<file path="config.mk">
export PLATFORM = sky130hd
export DESIGN_NAME = window_writeback_rgb888
export DESIGN_NICKNAME = d
export VERILOG_FILES = /design/src/rtl/window_writeback_rgb888.sv
export SDC_FILE = /design/constraint.sdc
export NUM_CORES = 1
export LEC_CHECK = 0
export CORE_UTILIZATION = 50
export DETAILED_ROUTE_END_ITERATION = 12
export GPL_ROUTABILITY_DRIVEN = 0
export GPL_TIMING_DRIVEN = 0
export PLACE_DENSITY = 0.81
export REMOVE_ABC_BUFFERS = 1
export SYNTH_ARGS = -nofsm -noshare
export SYNTH_HDL_FRONTEND = slang
export SYNTH_SLANG_ARGS = --single-unit
export TNS_END_PERCENT = 1
</file>
<file path="constraint.sdc">
create_clock -name iClk -period 2.4 [get_ports iClk]
set_clock_uncertainty 0.2 [all_clocks]
set_input_delay 0.36 -clock iClk [delete_from_list [all_inputs] [get_ports iClk]]
set_output_delay 0.36 -clock iClk [all_outputs]
set_load 0.1 [all_outputs]
</file>
<file path="src/rtl/window_writeback_rgb888.sv">
// ---------------------------------------------------------------------------
// window_writeback_rgb888
// Collects result pixels from the window/MAC stage into a small skid FIFO and
// writes them to an output frame BRAM in raster order, one pixel per granted
// write. A frame is started with iStart, accepts exactly DEPTH pixels, drains
// the FIFO and then pulses oDone for one cycle.
//
// Ports
//   iClk      : clock, rising edge
//   iRst      : asynchronous active-low reset
//   iStart    : begin a frame (only looked at while idle)
//   iValid    : result pixel present on iPixel
//   iPixel    : result pixel (RGB888)
//   oBusy     : stall request to the upstream stage
//   oCs/oWe   : BRAM write request
//   oAddr     : BRAM write address
//   oData     : BRAM write data (head of the FIFO)
//   iWrGnt    : BRAM grant; a write completes on an edge with oCs && iWrGnt
//   oCol/oRow : coordinate of the pixel currently at oAddr
//   oDone     : one-cycle end-of-frame pulse
//   oOverflow : sticky flag, a pixel was dropped because the FIFO was full
// ---------------------------------------------------------------------------
module window_writeback_rgb888 #(
  parameter int DATA_W     = 24,
  parameter int ADDR_W     = 17,
  parameter int WIDTH      = 480,
  parameter int HEIGHT     = 272,
  parameter int DEPTH      = 130560,
  parameter int FIFO_DEPTH = 4
) (
  input  logic                      iClk,
  input  logic                      iRst,
  input  logic                      iStart,
  input  logic                      iValid,
  input  logic [DATA_W-1:0]         iPixel,
  output logic                      oBusy,
  output logic                      oCs,
  output logic                      oWe,
  output logic [ADDR_W-1:0]         oAddr,
  output logic [DATA_W-1:0]         oData,
  input  logic                      iWrGnt,
  output logic [$clog2(WIDTH):0]    oCol,
  output logic [$clog2(HEIGHT):0]   oRow,
  output logic                      oDone,
  output logic                      oOverflow
);

  localparam int PTR_W = $clog2(FIFO_DEPTH);
  localparam int CNT_W = PTR_W + 1;
  localparam int ACC_W = $clog2(DEPTH + 1);
  localparam int COL_W = $clog2(WIDTH) + 1;
  localparam int ROW_W = $clog2(HEIGHT) + 1;

  localparam logic [CNT_W-1:0] FULL_C     = CNT_W'(FIFO_DEPTH);
  localparam logic [CNT_W-1:0] NEARFULL_C = CNT_W'(FIFO_DEPTH - 1);
  localparam logic [ACC_W-1:0] DEPTH_C    = ACC_W'(DEPTH);
  localparam logic [COL_W-1:0] COL_LAST_C = COL_W'(WIDTH - 1);

  typedef enum logic [1:0] {IDLE, RUN, FLUSH, DONE} state_t;

  state_t              state_q;
  logic [DATA_W-1:0]   mem_q [FIFO_DEPTH];
  logic [PTR_W-1:0]    wrPtr_q;
  logic [PTR_W-1:0]    rdPtr_q;
  logic [CNT_W-1:0]    count_q;
  logic [CNT_W-1:0]    count_d;
  logic [ACC_W-1:0]    accCnt_q;
  logic [ADDR_W-1:0]   addr_q;
  logic [COL_W-1:0]    col_q;
  logic [ROW_W-1:0]    row_q;
  logic                done_q;
  logic                overflow_q;

  logic                acceptOk;
  logic                push;
  logic                drop;
  logic                wrDone;

  // Accept/drop decisions use the FIFO count from before the edge, so a pop
  // on the same edge never makes room for a pixel arriving on a full FIFO.
  always_comb begin
    acceptOk = (state_q == RUN) && (accCnt_q < DEPTH_C);
    push     = acceptOk && iValid && (count_q != FULL_C);
    drop     = acceptOk && iValid && (count_q == FULL_C);
    wrDone   = oCs && iWrGnt;
    count_d  = count_q;
    if (push && !wrDone) begin
      count_d = count_q + CNT_W'(1);
    end else if (!push && wrDone) begin
      count_d = count_q - CNT_W'(1);
    end
  end

  assign oCs       = ((state_q == RUN) || (state_q == FLUSH)) && (count_q != '0);
  assign oWe       = oCs;
  // Data is masked while no write is requested so the bus reads zero after
  // reset even though the storage itself is not reset.
  assign oData     = oCs ? mem_q[rdPtr_q] : '0;
  assign oAddr     = addr_q;
  assign oCol      = col_q;
  assign oRow      = row_q;
  assign oDone     = done_q;
  assign oOverflow = overflow_q;
  // Busy is raised one entry early so the upstream stage has a cycle to react.
  assign oBusy     = (state_q != RUN) || (count_q >= NEARFULL_C);

  // FIFO storage has no reset; only entries below the count are ever read.
  always_ff @(posedge iClk) begin
    if (push) begin
      mem_q[wrPtr_q] <= iPixel;
    end
  end

  always_ff @(posedge iClk or negedge iRst) begin
    if (!iRst) begin
      state_q    <= IDLE;
      wrPtr_q    <= '0;
      rdPtr_q    <= '0;
      count_q    <= '0;
      accCnt_q   <= '0;
      addr_q     <= '0;
      col_q      <= '0;
      row_q      <= '0;
      done_q     <= 1'b0;
      overflow_q <= 1'b0;
    end else begin
      done_q <= 1'b0;
      case (state_q)
        IDLE: begin
          if (iStart) begin
            state_q    <= RUN;
            wrPtr_q    <= '0;
            rdPtr_q    <= '0;
            count_q    <= '0;
            accCnt_q   <= '0;
            addr_q     <= '0;
            col_q      <= '0;
            row_q      <= '0;
            overflow_q <= 1'b0;
          end
        end
        RUN, FLUSH: begin
          count_q <= count_d;
          if (push) begin
            wrPtr_q  <= wrPtr_q + PTR_W'(1);
            accCnt_q <= accCnt_q + ACC_W'(1);
          end
          if (drop) begin
            overflow_q <= 1'b1;
          end
          if (wrDone) begin
            rdPtr_q <= rdPtr_q + PTR_W'(1);
            addr_q  <= addr_q + ADDR_W'(1);
            if (col_q == COL_LAST_C) begin
              col_q <= '0;
              row_q <= row_q + ROW_W'(1);
            end else begin
              col_q <= col_q + COL_W'(1);
            end
          end
          // The last accepted pixel closes the input side; the frame is done
          // on the edge that empties the FIFO afterwards.
          if ((state_q == RUN) && push && (accCnt_q == DEPTH_C - ACC_W'(1))) begin
            state_q <= FLUSH;
          end else if ((state_q == FLUSH) && (count_d == '0)) begin
            state_q <= DONE;
            done_q  <= 1'b1;
          end
        end
        DONE: begin
          state_q <= IDLE;
        end
        default: begin
          state_q <= IDLE;
        end
      endcase
    end
  end

endmodule

</file>
==> flow_summary.yaml <==
worst_setup_path:
  ff2ff_setup_slack_ns: -0.08
  cp.arrival_ns: 2.08
  cp-end-kind: "output port"
  path_class: "reg2out"
  crit_buf_inv: 3
  critPathTopFamily: "flip-flops"
  worst_path_most_repeated_cell: "buf_12"
  crit_fanout: 5
  cp-startpoint: "rdPtr_q[0]$_DFFE_PN0P_"
  start_kind: "flip-flop"
  cp.depth: 5
  reg2reg_from: "state_q[0]$_DFFE_PN0P_"
  reg2regPathDepth: 6
  crit_slowest_cell: "dfrtp_4"
  required_ns: 1.84
  r2r-end: "oAddr[2]$_DFFE_PN0P_"
  cp_cell_sequence: "buf_12 -> buf_8 -> mux4_2 -> and3_4 -> buf_12"
  crit_end: "oData[10]"
  critPathMaxStageDelay_ns: 0.51
clock_tree:
  clkTransAtPathRegs_ns: 0.06
  root_buffer: "clkbuf_16"
  cts_sinks: 161
  htree_levels: 4
  cts_tree: "done"
  clk_latency_ns: 0.43
  clockBufferDepth: 2
  cts_buffers: 17
power_and_ir_drop:
  leakagePower_nw: 3.85
  total_power_mw: 13.7
  power_density_nw_per_um2: 1450
  ir_worst_vdd_mv: 1.58
synth:
  ys_ff_latch: 161
  synth_ff_type: "edfxtp_1"
  postSynth.asyncResetShare: 0.404
  yosys.area.top_type: "edfxtp_1"
  synth_top_area_frac: 0.397
  yosysWarnings: 0
  synthCells: 547
  synth_area_um2: 7270
  ys_types: 56
  yosys-top-cells-area: "edfxtp_1, dfrtp_1, mux4_2"
  synth-edff-count: 96
  syn_area_per_cell_um2: 13.3
  yosysSeqAreaShare: 0.620
sta:
  max_slew_margin: 0.325
  max_clock_freq_ghz: 0.378
  hold_violations: 0
  period_share: 1.10
  setup_viol: 28
  fin_ws_ns: -0.244
  tightest_slew_ns: 1.02
  slew_viol_final: 0
  rsz0062_at_grt: "yes"
  timing.setup.tns_ns: -4.69
  period_needed_ns: 2.64
  whs_ns: 0.341
finish:
  nets: 702
  final_core_util: 0.673
  drive_gt1_frac: 0.237
  syn2layout_area_growth_pct: 30.1
  final_cells: 850
  num_antenna_cells: 0
  final_area_um2: 9450
route:
  dr.pass1.iters: 5
  drt-wirelength-per-cell_um: 20.3
  vias: 5042
  ant_nets: 0
  dr.first_iter.drc_count: 389
  via_per_inst: 5.93
  wl_mm: 17.3
  drcViolationCount: 0
status:
  violations: "negative setup slack"
  status: "complete, but fails checks"
min_path:
  min_path_type: "reg2reg"
global_routing:
  antenna_found_initial: 0
  grt_usage: 0.246
  grt_pass1_vias: 5088
  grt_pass1_wl_mm: 27.2
  gr-total-overflow: 0
  grt_max_degree: 66
floorplan:
  fp.dieW_um: 123
  die-area_um2: 15000
  io_pins: 95
  coreArea_um2: 14000
  dieHeight_um: 123
  row_count: 43
  start_util: 0.518
placed_design:
  place_area_um2: 8330
  place_inst: 795
  place_ws_ns: -1.49
  port-buffer-count: 94
  dp_hpwl_mm: 9.36
job:
  cap_violations: 0
flip-flops by register name, indices dropped and copies added, names as in the netlist:
| register | cells |
|---|---|
| oOverflow | 1 |
| wrPtr_q | 2 |
| mem_q | 96 |
| state_q | 2 |
| oAddr | 17 |
| accCnt_q | 17 |
| oCol | 10 |
| oDone | 1 |
| count_q | 3 |
| oRow | 10 |
| rdPtr_q | 2 |
cells by family after synthesis:
kind of cell    count (synthesis)  share of synthesized area
buf+inv                        38                     0.0217
simple gates                  210                      0.145
mux                            29                     0.0816
fa+ha+maj                      17                     0.0289
compound gates                 50                     0.0515
flops                         161                      0.620
xor+xnor                       42                     0.0506
worst register-to-register path, stage by stage (launching register included):
cell and delay (ns):
dfrtp_1 0.44, inv_2 0.08, ha_4 0.28, buf_16 0.19, nor2_4 0.74, o21ai_1 0.20
a32o_1 0.24
per-layer routing:
layer / track usage / vias to the layer above / share of wire
li1: - / 2247 / -
met5: 0 / - / 0
met4: 0.104 / 0 / 0.027
met3: 0.0632 / 35 / 0.067
met1: 0.311 / 2533 / 0.40
met2: 0.401 / 227 / 0.50
layout make-up:
cell class	instances	area [um2]
Inverter	12	45.0
Fill cell	956	4590
Clock buffer	17	425
Clock inverter	15	134
Tap cell	180	225
Sequential cell	161	4520
Multi-Input combinational cell	349	2830
Timing Repair Buffer	116	1280
Yosys cell counts, drive strengths merged, types with 3 or more instances:
master,instances
a21oi,9
a41oi,3
and2,3
and3,40
buf,10
clkbuf,16
dfrtp,65
edfxtp,96
ha,16
inv,12
mux2i,3
mux4,24
nand2,40
nand2b,4
nand3,25
nand4,15
nor2,58
nor3,13
nor4,5
o21a,3
o21ai,15
o22ai,3
xnor2,17
xor2,25
layout by cell type (no fill, tap or decap), types with 4 or more instances in the layout:
cell / instances
a21oi_1: 8
and3_1: 27
and3_4: 12
buf_12: 11
buf_4: 14
buf_6: 18
clkbuf_16: 17
clkdlybuf4s50_1: 27
clkinv_4: 4
dfrtp_1: 59
dfrtp_2: 4
dlygate4sd2_1: 39
edfxtp_1: 96
ha_1: 14
inv_1: 8
inv_2: 4
inv_6: 4
mux4_2: 24
nand2_1: 39
nand3_1: 24
nand4_1: 15
nor2_1: 56
nor3_1: 9
o21ai_0: 12
xnor2_1: 17
xor2_1: 25
power by group:
group / switching [mW] / internal, mW / total (mW)
logic: 4.79 / 2.40 / 7.19
registers: 0.473 / 3.52 / 3.99
clock network: 1.12 / 1.43 / 2.55
total: 6.38 / 7.35 / 13.7
worst min-delay path by stage:
stage / startpoint / to / depth (start not counted)
after floorplan: iRst / accCnt_q[0]$_DFFE_PN0P_ / 0
after global placement: accCnt_q[16]$_DFFE_PN0P_ / accCnt_q[16]$_DFFE_PN0P_ / 2
after detailed placement: iRst / state_q[0]$_DFFE_PN0P_ / 1
after CTS: oAddr[0]$_DFFE_PN0P_ / oAddr[0]$_DFFE_PN0P_ / 1
after global routing: accCnt_q[16]$_DFFE_PN0P_ / accCnt_q[16]$_DFFE_PN0P_ / 2
final: accCnt_q[16]$_DFFE_PN0P_ / accCnt_q[16]$_DFFE_PN0P_ / 2
repair_timing:
action                                  in CTS  in global routing
endpoints found under the hold margin       65                  0
pin swaps                                   10                  1
hold buffers                                 1                  0
gates resized for setup                    291                 20
endpoints found under the setup margin     224                 73
buffers inserted                            20                  0
gates cloned                                 2                  0
Power figures use the tool's default switching activity.
